$ cat src/rtl/pipelined_ripple_adder_pkg.sv
`default_nettype none
// +--------------------------------------------------------------------------+
// | pipelined_ripple_adder_pkg : shared defaults and chunk-size helpers       |
// | Rev 1.0                                                                  |
// +--------------------------------------------------------------------------+
package pipelined_ripple_adder_pkg;

  localparam int c_default_width  = 16;
  localparam int c_default_stages = 4;

  function automatic int chunk_width(input int width, input int stages);
    return width / stages;
  endfunction

  function automatic bit params_ok(input int width, input int stages);
    return (width >= 2) && (stages >= 1) && ((width % stages) == 0);
  endfunction

endpackage
`default_nettype wire

$ cat src/rtl/pipelined_ripple_adder_if.sv
`default_nettype none
// +--------------------------------------------------------------------------+
// | pipelined_ripple_adder_if : operand/result valid-ready bus                |
// | Rev 1.0                                                                  |
// +--------------------------------------------------------------------------+
interface pipelined_ripple_adder_if
  import pipelined_ripple_adder_pkg::*;
#(
  parameter int WIDTH = c_default_width
);

  logic             in_valid;
  logic             in_ready;
  logic [WIDTH-1:0] a;
  logic [WIDTH-1:0] b;
  logic             cin;
  logic             out_valid;
  logic             out_ready;
  logic [WIDTH-1:0] sum;
  logic             cout;
  logic             overflow;

  modport master (
    output in_valid, a, b, cin, out_ready,
    input  in_ready, out_valid, sum, cout, overflow
  );

  modport slave (
    input  in_valid, a, b, cin, out_ready,
    output in_ready, out_valid, sum, cout, overflow
  );

endinterface
`default_nettype wire

$ cat src/rtl/pipelined_ripple_adder_full_adder.sv
`default_nettype none
// +--------------------------------------------------------------------------+
// | full_adder : one-bit full adder cell                                     |
// | Rev 1.0                                                                  |
// +--------------------------------------------------------------------------+
module full_adder (
  input  logic a,
  input  logic b,
  input  logic cin,
  output logic s,
  output logic cout
);

  assign s    = a ^ b ^ cin;
  assign cout = (a & b) | (cin & (a ^ b));

endmodule
`default_nettype wire

$ cat src/rtl/pipelined_ripple_adder.sv
`default_nettype none
// +--------------------------------------------------------------------------+
// | pipelined_ripple_adder : chunked ripple-carry adder, one chunk per stage  |
// | Rev 1.0                                                                  |
// +--------------------------------------------------------------------------+
module pipelined_ripple_adder
  import pipelined_ripple_adder_pkg::*;
#(
  parameter int WIDTH  = c_default_width,
  parameter int STAGES = c_default_stages
) (
  input  logic                   clk,
  input  logic                   rst,
  pipelined_ripple_adder_if.slave bus
);

  localparam int c_cw = chunk_width(WIDTH, STAGES);

  if (!params_ok(WIDTH, STAGES)) begin : g_param_check
    $error("pipelined_ripple_adder: WIDTH must be >= 2 and a multiple of STAGES");
  end

  // Inner stages carry operands forward; only the last stage is reset, as it drives the outputs.
  logic             r_valid [STAGES];
  logic [WIDTH-1:0] r_a     [STAGES];
  logic [WIDTH-1:0] r_b     [STAGES];
  logic [WIDTH-1:0] r_sum   [STAGES];
  logic             r_carry [STAGES];
  logic [WIDTH-1:0] r_sum_out;
  logic             r_cout;
  logic             r_cmsb;
  logic             w_adv   [STAGES];
  logic             w_ld    [STAGES];

  for (genvar k = 0; k < STAGES; k++) begin : g_stage
    logic             w_up_valid;
    logic [WIDTH-1:0] w_a_src;
    logic [WIDTH-1:0] w_b_src;
    logic [WIDTH-1:0] w_sum_src;
    logic             w_cin_src;
    logic [c_cw:0]    w_c;
    logic [c_cw-1:0]  w_s;
    logic [WIDTH-1:0] w_sum_nxt;

    if (k == 0) begin : g_head
      assign w_up_valid = bus.in_valid;
      assign w_a_src    = bus.a;
      assign w_b_src    = bus.b;
      assign w_sum_src  = '0;
      assign w_cin_src  = bus.cin;
    end else begin : g_body
      assign w_up_valid = r_valid[k-1];
      assign w_a_src    = r_a[k-1];
      assign w_b_src    = r_b[k-1];
      assign w_sum_src  = r_sum[k-1];
      assign w_cin_src  = r_carry[k-1];
    end

    // A stage can load when empty or when its occupant moves on this edge.
    if (k == STAGES-1) begin : g_tail_hs
      assign w_adv[k] = r_valid[k] & bus.out_ready;
    end else begin : g_mid_hs
      assign w_adv[k] = r_valid[k] & (~r_valid[k+1] | w_adv[k+1]);
    end
    assign w_ld[k] = ~r_valid[k] | w_adv[k];

    assign w_c[0] = w_cin_src;
    for (genvar j = 0; j < c_cw; j++) begin : g_fa
      full_adder u_fa (
        .a   (w_a_src[k*c_cw + j]),
        .b   (w_b_src[k*c_cw + j]),
        .cin (w_c[j]),
        .s   (w_s[j]),
        .cout(w_c[j+1])
      );
    end

    always_comb begin
      w_sum_nxt                 = w_sum_src;
      w_sum_nxt[k*c_cw +: c_cw] = w_s;
    end

    always_ff @(posedge clk or posedge rst) begin
      if (rst) begin
        r_valid[k] <= 1'b0;
      end else if (w_ld[k]) begin
        r_valid[k] <= w_up_valid;
      end
    end

    always_ff @(posedge clk) begin
      if (w_ld[k] && w_up_valid) begin
        r_a[k] <= w_a_src;
        r_b[k] <= w_b_src;
      end
    end

    if (k == STAGES-1) begin : g_tail_reg
      always_ff @(posedge clk or posedge rst) begin
        if (rst) begin
          r_sum_out <= '0;
          r_cout    <= 1'b0;
          r_cmsb    <= 1'b0;
        end else if (w_ld[k] && w_up_valid) begin
          r_sum_out <= w_sum_nxt;
          r_cout    <= w_c[c_cw];
          r_cmsb    <= w_c[c_cw-1];
        end
      end
    end else begin : g_mid_reg
      always_ff @(posedge clk) begin
        if (w_ld[k] && w_up_valid) begin
          r_sum[k]   <= w_sum_nxt;
          r_carry[k] <= w_c[c_cw];
        end
      end
    end
  end

  assign bus.in_ready  = w_ld[0];
  assign bus.out_valid = r_valid[STAGES-1];
  assign bus.sum       = r_sum_out;
  assign bus.cout      = r_cout;
  assign bus.overflow  = r_cout ^ r_cmsb;

endmodule
`default_nettype wire
$ cat src/flat_wrapper.sv
// flat-port wrapper written by rule: the top's interface ports become plain ports
module pipelined_ripple_adder_flat import pipelined_ripple_adder_pkg::*;
#(
  parameter int WIDTH  = c_default_width,
  parameter int STAGES = c_default_stages
)
  (clk, rst, bus_in_valid, bus_a, bus_b, bus_cin, bus_out_ready, bus_in_ready, bus_out_valid, bus_sum, bus_cout, bus_overflow);
  pipelined_ripple_adder_if #(.WIDTH(WIDTH)) bus_i ();
  input  logic clk;
  input  logic rst;
  input wire logic [$bits(bus_i.in_valid)-1:0] bus_in_valid;
  input wire logic [$bits(bus_i.a)-1:0] bus_a;
  input wire logic [$bits(bus_i.b)-1:0] bus_b;
  input wire logic [$bits(bus_i.cin)-1:0] bus_cin;
  input wire logic [$bits(bus_i.out_ready)-1:0] bus_out_ready;
  output wire logic [$bits(bus_i.in_ready)-1:0] bus_in_ready;
  output wire logic [$bits(bus_i.out_valid)-1:0] bus_out_valid;
  output wire logic [$bits(bus_i.sum)-1:0] bus_sum;
  output wire logic [$bits(bus_i.cout)-1:0] bus_cout;
  output wire logic [$bits(bus_i.overflow)-1:0] bus_overflow;
  assign bus_i.in_valid = bus_in_valid;
  assign bus_i.a = bus_a;
  assign bus_i.b = bus_b;
  assign bus_i.cin = bus_cin;
  assign bus_i.out_ready = bus_out_ready;
  assign bus_in_ready = bus_i.in_ready;
  assign bus_out_valid = bus_i.out_valid;
  assign bus_sum = bus_i.sum;
  assign bus_cout = bus_i.cout;
  assign bus_overflow = bus_i.overflow;
  pipelined_ripple_adder #(.WIDTH(WIDTH), .STAGES(STAGES)) u_core (.clk(clk), .rst(rst), .bus(bus_i));
endmodule
$ cat config.mk
export PLATFORM = sky130hd
export DESIGN_NAME = pipelined_ripple_adder_flat
export DESIGN_NICKNAME = d
export VERILOG_FILES = /design/src/rtl/pipelined_ripple_adder_pkg.sv /design/src/rtl/pipelined_ripple_adder_if.sv /design/src/rtl/pipelined_ripple_adder_full_adder.sv /design/src/rtl/pipelined_ripple_adder.sv /design/src/flat_wrapper.sv
export SDC_FILE = /design/constraint.sdc
export NUM_CORES = 1
export LEC_CHECK = 0
export ABC_CLOCK_PERIOD_IN_PS = 3200
export BUFFER_PORTS_ARGS = -buffer_cell sky130_fd_sc_hd__buf_2
export CAP_MARGIN = 40
export CORE_MARGIN = 2
export CORE_UTILIZATION = 50
export CTS_CLUSTER_DIAMETER = 150
export DETAILED_ROUTE_END_ITERATION = 8
export GPL_ROUTABILITY_DRIVEN = 0
export GPL_TIMING_DRIVEN = 0
export PLACE_DENSITY = 0.72
export SLEW_MARGIN = 20
export SYNTH_ARGS = -nofsm -noshare
export SYNTH_HDL_FRONTEND = slang
export SYNTH_SLANG_ARGS = --single-unit
$ cat constraint.sdc
create_clock -name clk -period 3.2 [get_ports clk]
set_clock_uncertainty 0.1 [all_clocks]
set_input_delay 0.16 -clock clk [delete_from_list [all_inputs] [get_ports clk]]
set_output_delay 0.16 -clock clk [all_outputs]
set_load 0.03 [all_outputs]
==> results.py <==
metrics = {
    "clock_tree": {
        "cts-root-buf": "clkbuf_8",
        "htree_levels": 3,
        "cts_max_path_buffers": 2,
        "post_cts_buffers": 0,
        "cts_made_buffers": 9,
        "cts_tree": "done",
        "clkLatencyLatePin_ps": 350,
        "clock_sinks": 97,
        "clk_pin_slew_ps": 90,
    },
    "die": {
        "die-width_um": 89.2,
        "dieArea_um2": 7960,
        "core_um2": 7140,
        "die_h_um": 89.2,
        "start_util_pct": 50.9,
        "num_rows": 31,
        "io_pins": 57,
    },
    "finish": {
        "final_util_pct": 64.1,
        "mostFrequentLayoutCells": "75 x edfxtp_1, 57 x buf_2, 39 x inv_1",
        "final.fill_count": 535,
        "nNetsFinal": 338,
        "final_common_cell": "edfxtp_1",
        "antenna_cells": 0,
        "drive_gt1_share_pct": 33.4,
        "fin_area_um2": 4580,
        "area_delta_synth_final_pct": 26.1,
        "stdcell_count": 389,
    },
    "grt": {
        "overflow": 0,
        "grt_first_pass_wirelength_mm": 7.71,
        "grt_max_degree": 30,
        "grt_pass1_vias": 1677,
        "gr-usage-all-layers_pct": 13.6,
        "grt_antenna_before_repair": 0,
    },
    "timing": {
        "relSlewSlack_pct": 53.5,
        "final.min_clock_period_ps": 2430,
        "hold_viol_final": 0,
        "layout_setup_ws_ps": 766,
        "finalSetupViolCount": 0,
        "tightest_slew_ps": 698,
        "slew_viol_final": 0,
        "rsz0062_at_grt": "false",
        "max_freq_mhz": 411,
        "finalCritPeriodShare_pct": 76.1,
        "fin_tns_setup_ps": 0,
    },
    "power_and_ir_drop": {
        "switchingPower_w": 0.000861,
        "swShare_pct": 27.3,
        "p_seq_share_pct": 52.9,
        "p_comb_share_pct": 19.8,
        "pwr-share-clk_pct": 27.3,
        "ir_drop_v": 0.000351,
        "pwr_density_cell_nw_per_um2": 689,
        "p_leak_nw": 1.93,
        "internal-power_w": 0.00229,
    },
    "setup_path": {
        "cp_top_family": "adder cells",
        "endpoint_kind": "flop",
        "crit_arrival_ps": 2580,
        "crit_chain": "inv_1 > fa_1 > inv_1 > fa_1 > inv_1 > fa_1 > inv_1 > fa_1 > mux2_4",
        "critical_path_buf_inv_count": 4,
        "critPathKind": "flop to flop",
        "critPathMaxFanout": 2,
        "crit_required_ps": 3350,
        "slowest_stage": "fa_1",
        "max_stage_delay_ps": 420,
        "startpoint_type": "flop",
    },
    "logic_synthesis": {
        "ys_types": 21,
        "syn_nets": 242,
        "synthAdderAreaFrac_pct": 8.82,
        "synth_top_family_by_area": "adder cells",
        "synth.area.mux_share_pct": 5.38,
        "async_flop_share_pct": 22.7,
        "synth.yosys.seq_area_share_pct": 77.2,
        "ys_ff_latch": 97,
        "netlist_area_um2": 3630,
        "synthXorXnorAreaFrac_pct": 0.241,
        "yosys_warnings": 0,
        "synth_compound_area_share_pct": 1.24,
        "synth-main-ff-cell": "edfxtp_1",
        "synth-simple-area-share_pct": 2.07,
        "synth_enable_flop_cells": 75,
        "syn_avg_cell_area_um2": 19.2,
        "syn_inst": 189,
    },
    "place": {
        "pre_cts_slack_ps": 780,
        "dp_hpwl_mm": 3.18,
        "place_area_um2": 4090,
        "portBuffers": 56,
        "dpl.cell_count": 347,
    },
    "drt": {
        "first_pass_iters": 4,
        "wirelength_mm": 4.73,
        "drtAntennaViolNets": 0,
        "first_iter_violations": 76,
        "via_per_inst": 4.35,
        "vias": 1694,
        "drc": 0,
        "wl_per_cell_um": 12.2,
    },
    "run": {
        "cap_violations": 0,
    },
    "worst_hold_path": {
        "hp-class": "input pin to flop",
    },
    "status": {
        "outcome": "finished clean",
    },
}
## worst paths after layout
path                            slack, ps                from                  to  cells after the start
worst max-delay path                  770   u_core.r_a[2][12]  u_core.bus.sum[15]                      9
worst min-delay path                   60            bus_a[1]  u_core.r_sum[0][1]                      2
worst max register to register        770   u_core.r_a[2][12]  u_core.bus.sum[15]                      9
worst min register to register        320  u_core.r_sum[1][3]  u_core.r_sum[2][3]                      0
max in group asynchronous            2450                 rst  u_core.bus.sum[13]                      4
min in group asynchronous             180                 rst   u_core.bus.sum[2]                      3
## routing by layer
layer	global-route usage, %	vias to the layer above	wire length, um
met5	0	-	0
met1	17.5	809	2010
met4	6.92	0	102
met2	20.9	45	2370
li1	-	833	-
met3	4.34	7	247
## kinds of logic after synthesis
group	count (synthesis)
XOR/XNOR	1
flip-flops	97
AND/OR/NAND/NOR	10
adder cells (fa/ha/maj)	16
buffers and inverters	42
AO/OA/AOI/OAI	8
multiplexers	15
## cells in the mapped netlist (2+ instances only)
cell	count	share of area [%]
edfxtp_1	75	62
nand2b_1	2	0.34
inv_1	39	4.0
and2_1	2	0.34
a21oi_1	6	0.83
dfrtp_1	22	15
mux2_4	7	2.9
mux2_2	8	2.5
fa_1	16	8.8
## worst reg2reg max path: stages (launching register included)
cell and delay [ps]:
edfxtp_1 330, inv_1 50, fa_1 400, inv_1 70, fa_1 160, inv_1 50, fa_1 420, inv_1 90
fa_1 400, mux2_4 260
## stage by stage
step | hold slack [ps] | total power (W)
after floorplan | 49.2 | 0.00210
after global placement | 237 | 0.00227
after detailed placement | -11.9 | 0.00231
after CTS | 44.4 | 0.00319
after global routing | 60.7 | 0.00331
final | 61.1 | 0.00315
## area by class of cell
class	count	area, um2	area share [%]
Buffer	3	36.3	0.793
Sequential cell	97	2800	61.2
Inverter	39	146	3.20
Multi-Input combinational cell	50	649	14.2
Clock inverter	7	101	2.21
Timing Repair Buffer	85	594	13.0
Clock buffer	9	124	2.71
Tap cell	99	124	2.71
## timing repair
item	4_1_cts	5_1_grt
hold endpoints to repair	47	0
resized for setup	0	0
hold buffers	26	0
## sequential cells by signal, summed over array words and instances, names as in the netlist
register and flops:
u_core.bus.out_valid 1, u_core.r_cmsb 1, u_core.r_sum 24, u_core.r_carry 3, u_core.bus.cout 1, u_core.g_stage.w_up_valid 3, u_core.r_b 24, u_core.bus.sum 16
u_core.r_a 24
## power groups by stage
stage | clock network, W | registers, W | logic [W]
global route | 0.000934 | 0.00169 | 0.000685
global placement | 0 | 0.00170 | 0.000574
CTS | 0.000888 | 0.00167 | 0.000630
detailed placement | 0 | 0.00170 | 0.000606
floorplan | 0 | 0.00184 | 0.000263
finish | 0.000861 | 0.00167 | 0.000623
(Power assumes the default switching activity.)
